## src/rtl/timer_bank_if.sv

```systemverilog
// timer_bank_if: configuration, control and status bundle for timer_bank
interface timer_bank_if #(
  parameter int N_CH = 4,
  parameter int W = 8
);
  localparam int CW = N_CH > 1 ? $clog2(N_CH) : 1;
  logic en;
  logic cfg_we;
  logic [CW-1:0] cfg_ch;
  logic [W-1:0] cfg_reload;
  logic cfg_auto;
  logic [N_CH-1:0] start;
  logic [N_CH-1:0] stop;
  logic [N_CH-1:0] busy;
  logic [N_CH-1:0] done;
  logic [N_CH*W-1:0] count;
  modport master (
    output en, cfg_we, cfg_ch, cfg_reload, cfg_auto, start, stop,
    input busy, done, count
  );
  modport slave (
    input en, cfg_we, cfg_ch, cfg_reload, cfg_auto, start, stop,
    output busy, done, count
  );
endinterface

```

## src/rtl/timer_bank.sv

```systemverilog
// timer_bank: N_CH independent programmable down-counters sharing a prescaled tick
module timer_bank #(
  parameter int N_CH = 4,
  parameter int W = 8,
  parameter int PRESC = 1
) (
  input logic clk,
  input logic rst_n,
  timer_bank_if.slave bus
);
  localparam int CW = N_CH > 1 ? $clog2(N_CH) : 1;
  localparam int PW = PRESC > 1 ? $clog2(PRESC) : 1;
  localparam logic [PW-1:0] PLAST = PW'(PRESC - 1);
  typedef enum logic {IDLE, RUN} state_t;
  logic [PW-1:0] presc;
  logic tick;
  assign tick = bus.en && presc == PLAST;
  // free-running prescaler, holds while disabled and is never touched by start
  always_ff @(posedge clk or negedge rst_n)
    if (!rst_n) presc <= '0;
    else if (bus.en) presc <= presc == PLAST ? '0 : presc + PW'(1);
  for (genvar c = 0; c < N_CH; c++) begin : g_ch
    state_t state, state_n;
    logic [W-1:0] cnt, cnt_n, reload;
    logic auto_rl, done_q, done_n;
    assign bus.busy[c] = state == RUN;
    assign bus.done[c] = done_q;
    assign bus.count[c*W +: W] = cnt;
    // stop beats start beats tick; a zero reload pulses done without entering RUN
    always_comb begin
      state_n = state;
      cnt_n = cnt;
      done_n = 1'b0;
      if (bus.stop[c]) state_n = IDLE;
      else if (bus.start[c]) begin
        cnt_n = reload;
        done_n = reload == '0;
        state_n = reload == '0 ? IDLE : RUN;
      end else if (tick && state == RUN) begin
        done_n = cnt <= W'(1);
        cnt_n = cnt > W'(1) ? cnt - W'(1) : auto_rl ? reload : '0;
        state_n = cnt > W'(1) || (auto_rl && reload != '0) ? RUN : IDLE;
      end
    end
    // channel state plus its config; start above sees reload before this edge's write
    always_ff @(posedge clk or negedge rst_n)
      if (!rst_n) begin
        state <= IDLE;
        cnt <= '0;
        done_q <= 1'b0;
        reload <= '0;
        auto_rl <= 1'b0;
      end else begin
        state <= state_n;
        cnt <= cnt_n;
        done_q <= done_n;
        if (bus.cfg_we && bus.cfg_ch == CW'(c)) begin
          reload <= bus.cfg_reload;
          auto_rl <= bus.cfg_auto;
        end
      end
  end
endmodule

```

## src/flat_wrapper.sv

```systemverilog
// flat-port wrapper written by rule: the top's interface ports become plain ports
module timer_bank_flat 
#(
  parameter int N_CH = 4,
  parameter int W = 8,
  parameter int PRESC = 1
)
  (clk, rst_n, bus_en, bus_cfg_we, bus_cfg_ch, bus_cfg_reload, bus_cfg_auto, bus_start, bus_stop, bus_busy, bus_done, bus_count);
  timer_bank_if #(.N_CH(N_CH), .W(W)) bus_i ();
  input logic clk;
  input logic rst_n;
  input wire logic [$bits(bus_i.en)-1:0] bus_en;
  input wire logic [$bits(bus_i.cfg_we)-1:0] bus_cfg_we;
  input wire logic [$bits(bus_i.cfg_ch)-1:0] bus_cfg_ch;
  input wire logic [$bits(bus_i.cfg_reload)-1:0] bus_cfg_reload;
  input wire logic [$bits(bus_i.cfg_auto)-1:0] bus_cfg_auto;
  input wire logic [$bits(bus_i.start)-1:0] bus_start;
  input wire logic [$bits(bus_i.stop)-1:0] bus_stop;
  output wire logic [$bits(bus_i.busy)-1:0] bus_busy;
  output wire logic [$bits(bus_i.done)-1:0] bus_done;
  output wire logic [$bits(bus_i.count)-1:0] bus_count;
  assign bus_i.en = bus_en;
  assign bus_i.cfg_we = bus_cfg_we;
  assign bus_i.cfg_ch = bus_cfg_ch;
  assign bus_i.cfg_reload = bus_cfg_reload;
  assign bus_i.cfg_auto = bus_cfg_auto;
  assign bus_i.start = bus_start;
  assign bus_i.stop = bus_stop;
  assign bus_busy = bus_i.busy;
  assign bus_done = bus_i.done;
  assign bus_count = bus_i.count;
  timer_bank #(.N_CH(N_CH), .W(W), .PRESC(PRESC)) u_core (.clk(clk), .rst_n(rst_n), .bus(bus_i));
endmodule
```

## config.mk

```make
export PLATFORM = sky130hd
export DESIGN_NAME = timer_bank_flat
export DESIGN_NICKNAME = d
export VERILOG_FILES = /design/src/rtl/timer_bank_if.sv /design/src/rtl/timer_bank.sv /design/src/flat_wrapper.sv
export SDC_FILE = /design/constraint.sdc
export NUM_CORES = 1
export LEC_CHECK = 0
export CAP_MARGIN = 20
export CORE_MARGIN = 2
export CORE_UTILIZATION = 50
export DETAILED_ROUTE_END_ITERATION = 10
export PLACE_DENSITY = 0.86
export SKIP_CTS_REPAIR_TIMING = 1
export SLEW_MARGIN = 5
export SYNTH_ARGS = -nofsm -noshare
export SYNTH_HDL_FRONTEND = slang
export SYNTH_SLANG_ARGS = --single-unit
```

## constraint.sdc

```tcl
create_clock -name clk -period 3.3 [get_ports clk]
set_input_delay 0.66 -clock clk [delete_from_list [all_inputs] [get_ports clk]]
set_output_delay 0.66 -clock clk [all_outputs]
set_load 0.01 [all_outputs]
```

==> results of run 1 <==
cells by family after synthesis:
group,Yosys count,share of synthesized area
AND/OR/NAND/NOR,136,0.192
adder cells (fa/ha/maj),8,0.0237
buffers and inverters,45,0.0498
AO/OA/AOI/OAI,105,0.188
flip-flops,76,0.451
multiplexers,36,0.0961
registers in the layout (all words and copies together) (netlist names):
signal and flops:
u_core.g_ch.state 4, u_core.g_ch.auto_rl 4, u_core.g_ch.cnt 32, u_core.g_ch.reload 32, u_core.g_ch.done_q 4
synthesized netlist by cell type, types with 3 or more instances:
| library cell | instances | share of area |
|---|---|---|
| sky130_fd_sc_hd__dfrtp_1 | 76 | 0.45 |
| sky130_fd_sc_hd__mux2_2 | 36 | 0.096 |
| sky130_fd_sc_hd__inv_1 | 25 | 0.022 |
| sky130_fd_sc_hd__nor2_1 | 23 | 0.020 |
| sky130_fd_sc_hd__a21oi_1 | 22 | 0.026 |
| sky130_fd_sc_hd__o21ai_0 | 17 | 0.020 |
| sky130_fd_sc_hd__nand3_1 | 15 | 0.018 |
| sky130_fd_sc_hd__a221o_1 | 13 | 0.031 |
| sky130_fd_sc_hd__nand2_1 | 13 | 0.012 |
| sky130_fd_sc_hd__nor4_1 | 13 | 0.019 |
| sky130_fd_sc_hd__nor3_1 | 11 | 0.013 |
| sky130_fd_sc_hd__buf_4 | 9 | 0.016 |
| sky130_fd_sc_hd__clkbuf_1 | 9 | 0.0080 |
| sky130_fd_sc_hd__ha_1 | 8 | 0.024 |
| sky130_fd_sc_hd__and3_1 | 7 | 0.010 |
| sky130_fd_sc_hd__nor3b_1 | 7 | 0.012 |
| sky130_fd_sc_hd__a31oi_1 | 6 | 0.0089 |
| sky130_fd_sc_hd__o21a_1 | 6 | 0.011 |
| sky130_fd_sc_hd__nand3b_1 | 5 | 0.0089 |
| sky130_fd_sc_hd__nand4_1 | 5 | 0.0074 |
| sky130_fd_sc_hd__or2_2 | 5 | 0.0074 |
| sky130_fd_sc_hd__or3_1 | 5 | 0.0074 |
| sky130_fd_sc_hd__and3b_1 | 4 | 0.0083 |
| sky130_fd_sc_hd__nor2b_1 | 4 | 0.0059 |
| sky130_fd_sc_hd__o211ai_1 | 4 | 0.0071 |
| sky130_fd_sc_hd__o221ai_1 | 4 | 0.0083 |
| sky130_fd_sc_hd__a22oi_1 | 3 | 0.0053 |
| sky130_fd_sc_hd__a41o_1 | 3 | 0.0071 |
| sky130_fd_sc_hd__o41ai_1 | 3 | 0.0062 |
through the flow:
step	instances	hold slack (ns)	util	worst slack (ns)
2_1_floorplan	406	0.364	-	1.34
3_3_place_gp	556	0.520	0.593	0.696
3_5_place_dp	556	0.522	0.593	0.631
4_1_cts	572	0.484	0.613	0.978
5_1_grt	572	0.521	0.613	0.825
6_report	572	0.452	0.613	0.899
power groups by stage:
stage	Clock [µW]	Sequential [µW]	Combinational, µW
CTS	623	1410	935
finish	609	1420	933
global placement	0	1420	906
global route	669	1450	1020
detailed placement	0	1430	931
floorplan	0	1410	499
area by class of cell:
| type | instances | area (µm²) | share of cell area |
|---|---|---|---|
| Clock buffer | 14 | 153 | 0.0303 |
| Clock inverter | 2 | 10.0 | 0.00199 |
| Inverter | 25 | 93.8 | 0.0186 |
| Multi-Input combinational cell | 285 | 2110 | 0.418 |
| Sequential cell | 76 | 1900 | 0.377 |
| Tap cell | 105 | 131 | 0.0261 |
| Timing Repair Buffer | 65 | 641 | 0.127 |
path summary, 6_finish.rpt:
kind	slack, ns	depth (start not counted)	to
worst max register to register	1.14	6	u_core.g_ch[3].cnt[3]
worst min-delay path	0.45	1	u_core.g_ch[1].cnt[2]
min in group clk	0.53	1	u_core.g_ch[1].cnt[7]
max in group asynchronous	2.25	1	u_core.g_ch[3].reload[5]
worst max-delay path	0.90	5	u_core.g_ch[0].cnt[5]
worst min register to register	0.53	1	u_core.g_ch[1].cnt[7]
metal layers:
layer | vias to the layer above | global-route usage
li1 | 1658 | -
met1 | 1743 | 0.297
met2 | 123 | 0.365
met3 | 16 | 0.0540
met4 | 0 | 0.0631
met5 | - | 0
==> flow_summary_export.csv, run 1 <==
group,metric,value,unit
grt,globalRoute.totalOverflow,0,
floorplan,placementRows,33,
cells_and_area,finalInstanceArea,5040,µm²
worst_setup_path,crit_path_start_kind,"input pin",
detailed_routing,detailroute.wirelength.met2,4800,µm
cts,ctsRootBufferMaster,"sky130_fd_sc_hd__clkbuf_8",
yosys,ys_types,63,
grt,initial_antenna_violation_count,0,
timing,setup-violations-final,0,
worst_setup_path,critPathTopFamily,"buffers and inverters",
place,post_dp_cell_area,4880,µm²
worst_setup_path,cp_cell_sequence,"clkdlybuf4s50_1 > a21oi_1 > nor2_1 > o21ai_0 > a221o_1",
detailed_routing,postRouteWirelength,9770,µm
pwr,power_consumption,2960,µW
pwr,max_ir_drop_vdd,338,µV
yosys,netlist_instances,406,
detailed_routing,via_per_instance_ratio,6.19,
timing,final.setup.tns,0,ns
detailed_routing,top_signal_layer_used,"met4",
cts,clock_path_buffers,2,
status,run_status,"complete, no violations",
timing,skew,0.00953,ns
worst_setup_path,worst-endpoint-arrival,2.63,ns
pwr,total_leakage_power,0.00206,µW
cells_and_area,layout-area-overhead-vs-synth,19.4,%
worst_hold_path,path_type_of_the_worst_min_delay_path,"input pin to asynchronous set/reset pin",
floorplan,die_w,95.9,µm
yosys,postSynth.topFlopCell,"sky130_fd_sc_hd__dfrtp_1",
floorplan,die_height,95.9,µm
timing,rsz0062_at_grt,"no",
cells_and_area,mostFrequentLayoutCells,"sky130_fd_sc_hd__dfrtp_1, sky130_fd_sc_hd__clkdlybuf4s50_1, sky130_fd_sc_hd__mux2_2, sky130_fd_sc_hd__inv_1, sky130_fd_sc_hd__nor2_1",
place,dp_hpwl,7180,µm
yosys,ys_seq_area_frac,0.451,
yosys,synth_nets,437,
cts,cts.sinks,76,
pwr,power_switching,1020,µW
yosys,number_of_synthesized_flops_with_an_enable_pin,0,
pwr,powerDensity,587,nW/µm²
worst_setup_path,cp.required,3.52,ns
yosys,ys_ff_latch,76,
grt,first_global_vias,3274,
detailed_routing,drc,0,
floorplan,initial_utilization,0.514,
timing,achievable-frequency,0.416,GHz
pwr,seq_power_share,0.479,
place,numPortBuffers,62,
cts,clock_insertion_delay_worst_skew,0.35,ns
detailed_routing,drt_first_iter_violations,180,
worst_setup_path,worstSetupStartpoint,"bus_en",
grt,grt_first_pass_wirelength,16000,µm
floorplan,boundaryPins,63,
worst_setup_path,critical_path.endpoint_type,"register",
worst_setup_path,cpPeakStageDelay,0.88,ns
worst_setup_path,r2r-start,"u_core.g_ch[3].cnt[0]",
pwr,power_frac_clock,0.206,
detailed_routing,drt_first_pass_iters,5,
cts,cts_tree,"built",
detailed_routing,vias,3540,
detailed_routing,detailroute.wirelength.met3,553,µm
timing,final.min_clock_period,2.40,ns
yosys,yosysWarnings,0,
detailed_routing,post_drt_wl_per_cell,17.1,µm
cells_and_area,post_route_cells_drive_above_1_share,0.154,
yosys,syn-mean-instance-area,10.4,µm²
timing,final_max_slew_violation_count,0,
cells_and_area,num_antenna_cells,0,
floorplan,fp.dieArea,9190,µm²
worst_setup_path,criticalPathCategory,"input pin to register",
yosys,postSynth.asyncResetShare,1.00,
pwr,intPower,1940,µW
timing,worstMarginPinSlew,0.929,ns
detailed_routing,length_of_routed_wiring_on_met1,4280,µm
floorplan,coreArea,8220,µm²
grt,grt_usage,0.223,
worst_setup_path,worst_path_max_delay_cell,"sky130_fd_sc_hd__clkdlybuf4s50_1",
cts,cts_htree_levels,3,
timing,period_share,0.728,
timing,finalHoldViolations,0,
cts,total_clock_buffers_created_by_cts,9,
job,cap_violations,0,
timing,worst_slew_margin_rel,0.381,
cts,cts.reportedPaths.clkPinSlew,0.07,ns
cells_and_area,number_of_nets_in_the_final_layout,493,
worst_setup_path,crit_fanout,16,
cells_and_area,final_common_cell,"sky130_fd_sc_hd__dfrtp_1",
place,gp_routability_congestion,0.939,
pwr,switching_share,0.344,
worst_setup_path,timing.critical_path.buf_inv,1,
detailed_routing,count_of_antenna_violating_nets_left_after_detailed_routing,0,
grt,pin_count_of_the_biggest_net_entering_global_routing,77,
cells_and_area,fill_cells,688,
pwr,comb_power_share,0.315,
yosys,post_synth_instance_area,4220,µm²
No activity file was read; power rests on OpenSTA's default activity.
==> run 2, diff against run 1 <==
--- a/config.mk
+++ b/config.mk
@@ -7,9 +7,9 @@
 export LEC_CHECK = 0
 export CAP_MARGIN = 20
 export CORE_MARGIN = 2
-export CORE_UTILIZATION = 50
+export CORE_UTILIZATION = 49
 export DETAILED_ROUTE_END_ITERATION = 10
-export PLACE_DENSITY = 0.86
+export PLACE_DENSITY = 0.87
 export SKIP_CTS_REPAIR_TIMING = 1
 export SLEW_MARGIN = 5
 export SYNTH_ARGS = -nofsm -noshare
==> constraint.sdc (replaced) <==
create_clock -name clk -period 2 [get_ports clk]
set_input_delay 0.4 -clock clk [delete_from_list [all_inputs] [get_ports clk]]
set_output_delay 0.4 -clock clk [all_outputs]
set_load 0.01 [all_outputs]
==> run 2 against run 1 <==
- the run now ends with hold timing left
- critical path type is now register to register
- global-route usage grew 0.86 points
- flip-flop and latch count is the same
- critical path depth grew 1
- combinational power grew 81%
- die area grew 2.0%
- via count grew 7.1%
- register-to-register slack lost 1.1 ns
- non-clock buffer count grew 31
==> flow_summary_export.csv, run 2 (synthesis results as in run 1) <==
group,metric,value,unit
detailed_routing,count_of_antenna_violating_nets_left_after_detailed_routing,0,
grt,first_global_vias,3578,
timing,final_max_slew_violation_count,0,
status,run_status,"finished, violations left",
timing,skew,0.00907,ns
grt,grt_first_pass_wirelength,17700,µm
pwr,comb_power_share,0.325,
detailed_routing,drc,0,
timing,rsz0062_at_grt,"yes",
status,failed_checks,"hold timing",
cts,ctsRootBufferMaster,"sky130_fd_sc_hd__clkbuf_8",
timing,worstMarginPinSlew,0.650,ns
pwr,seq_power_share,0.448,
grt,globalRoute.totalOverflow,0,
grt,pin_count_of_the_biggest_net_entering_global_routing,33,
timing,achievable-frequency,0.522,GHz
timing,worst_slew_margin_rel,0.563,
detailed_routing,drt_first_pass_iters,5,
pwr,intPower,3410,µW
detailed_routing,via_per_instance_ratio,6.30,
detailed_routing,vias,3793,
floorplan,fp.dieArea,9370,µm²
pwr,power_frac_clock,0.227,
worst_setup_path,critical_path.endpoint_type,"register",
worst_hold_path,path_type_of_the_worst_min_delay_path,"input pin to asynchronous set/reset pin",
worst_setup_path,worstSetupStartpoint,"u_core.g_ch[3].cnt[1]",
timing,final.min_clock_period,1.91,ns
cts,clock_path_buffers,2,
cells_and_area,post_route_cells_drive_above_1_share,0.217,
cells_and_area,finish.utilization,0.646,
place,numPortBuffers,62,
timing,period_share,0.957,
pwr,power_consumption,5210,µW
cells_and_area,mostFrequentLayoutCells,"sky130_fd_sc_hd__dfrtp_1, sky130_fd_sc_hd__clkdlybuf4s50_1, sky130_fd_sc_hd__mux2_2, sky130_fd_sc_hd__buf_4, sky130_fd_sc_hd__inv_1",
timing,whs,-0.00435,ns
floorplan,die_height,96.8,µm
floorplan,die_w,96.8,µm
detailed_routing,post_drt_wl_per_cell,18.1,µm
pwr,total_leakage_power,0.00223,µW
cts,total_clock_buffers_created_by_cts,9,
job,cap_violations,0,
pwr,power_switching,1800,µW
place,dp_hpwl,7860,µm
floorplan,boundaryPins,63,
cells_and_area,number_of_nets_in_the_final_layout,524,
place,gp_routability_congestion,0.951,
worst_setup_path,crit_fanout,6,
pwr,switching_share,0.346,
detailed_routing,postRouteWirelength,10900,µm
grt,initial_antenna_violation_count,0,
worst_setup_path,cpPeakStageDelay,0.41,ns
floorplan,coreArea,8300,µm²
cells_and_area,layout-area-overhead-vs-synth,27.1,%
grt,grt_usage,0.232,
cells_and_area,fill_cells,639,
floorplan,initial_utilization,0.509,
cts,cts_tree,"built",
worst_setup_path,r2r-start,"u_core.g_ch[3].cnt[1]",
timing,setup-violations-final,0,
timing,finalHoldViolations,12,
cells_and_area,num_antenna_cells,0,
worst_setup_path,worst_path_max_delay_cell,"sky130_fd_sc_hd__dfrtp_1",
cells_and_area,final_common_cell,"sky130_fd_sc_hd__dfrtp_1",
cells_and_area,biggestRegsByFlops,"u_core.g_ch.cnt: 32 flops, u_core.g_ch.reload: 32 flops",
worst_setup_path,criticalPathCategory,"register to register",
worst_setup_path,timing.critical_path.buf_inv,1,
pwr,max_ir_drop_vdd,422,µV
worst_setup_path,critPathTopFamily,"simple AND/OR/NAND/NOR gates",
detailed_routing,drt_first_iter_violations,217,
worst_setup_path,crit_path_start_kind,"register",
worst_setup_path,worst-endpoint-arrival,2.13,ns
cts,cts_htree_levels,3,
floorplan,placementRows,33,
cts,cts.reportedPaths.clkPinSlew,0.08,ns
cts,cts.sinks,76,
worst_setup_path,cp.required,2.21,ns
cts,clock_insertion_delay_worst_skew,0.35,ns
worst_setup_path,cp_cell_sequence,"inv_1 > ha_1 > or2_2 > and3_1 > a32oi_4 > o21ai_0",
pwr,powerDensity,972,nW/µm²
## run 2: changes by cell type in the layout (fill, tap and decap cells not counted), sizes merged
cell	previous run	this run
buf	4	35
bufinv	0	1
clkbuf	14	11
clkinv	2	1
clkinvlp	0	2
## run 2: worst paths after layout
check,endpoint,slack [ns],depth (start not counted)
max,u_core.g_ch[3].cnt[7],0.09,6
min,u_core.g_ch[1].cnt[3],-0.004,1
max reg2reg,u_core.g_ch[3].cnt[7],0.09,6
min reg2reg,u_core.g_ch[3].reload[5],0.54,1
max in group asynchronous,u_core.g_ch[3].reload[6],1.44,2
min in group clk,u_core.g_ch[3].reload[5],0.54,1
## run 2: layout make-up
cell class	instances	area, µm²	share of cell area
multi-input combinational	285	2130	0.398
sequential	76	1900	0.355
timing repair buffer	96	911	0.170
clock buffer	11	141	0.0264
tap	105	131	0.0245
inverter	25	93.8	0.0175
clock inverter	4	50.0	0.00933
## run 2: per-layer routing
metal / track usage / wire, µm / vias up
met5: 0 / 0 / -
met4: 0.0910 / 210 / 0
met3: 0.0390 / 589 / 24
met2: 0.382 / 5390 / 164
met1: 0.306 / 4730 / 1876
li1: - / - / 1729
## run 2: power groups by stage
stage	Sequential (µW)	Combinational [µW]	Clock, µW
floorplan	2330	824	0
global placement	2330	1620	0
detailed placement	2350	1670	0
CTS	2320	1680	1200
global route	2390	1820	1280
finish	2340	1690	1180
## run 2: stage by stage
| step | hold slack, ns | area [µm²] | setup WS [ns] | instances | setup TNS (ns) |
|---|---|---|---|---|---|
| final | -0.00435 | 5360 | 0.0861 | 602 | 0 |
| after global routing | 0.0126 | 5360 | -0.0158 | 602 | -0.0181 |
| after CTS | -0.00270 | 5340 | 0.0392 | 602 | 0 |
| after detailed placement | 0.387 | 5150 | -0.0955 | 587 | -0.711 |
| after global placement | 0.376 | 5150 | -0.0548 | 587 | -0.182 |
| after floorplan | 0.104 | 4220 | 0.0390 | 406 | 0 |
## run 2: worst reg2reg max path, stage by stage, from the launching register on
cell and delay [ns]:
sky130_fd_sc_hd__dfrtp_1 0.41, sky130_fd_sc_hd__inv_1 0.10, sky130_fd_sc_hd__ha_1 0.20, sky130_fd_sc_hd__or2_2 0.35, sky130_fd_sc_hd__and3_1 0.24, sky130_fd_sc_hd__a32oi_4 0.32, sky130_fd_sc_hd__o21ai_0 0.16
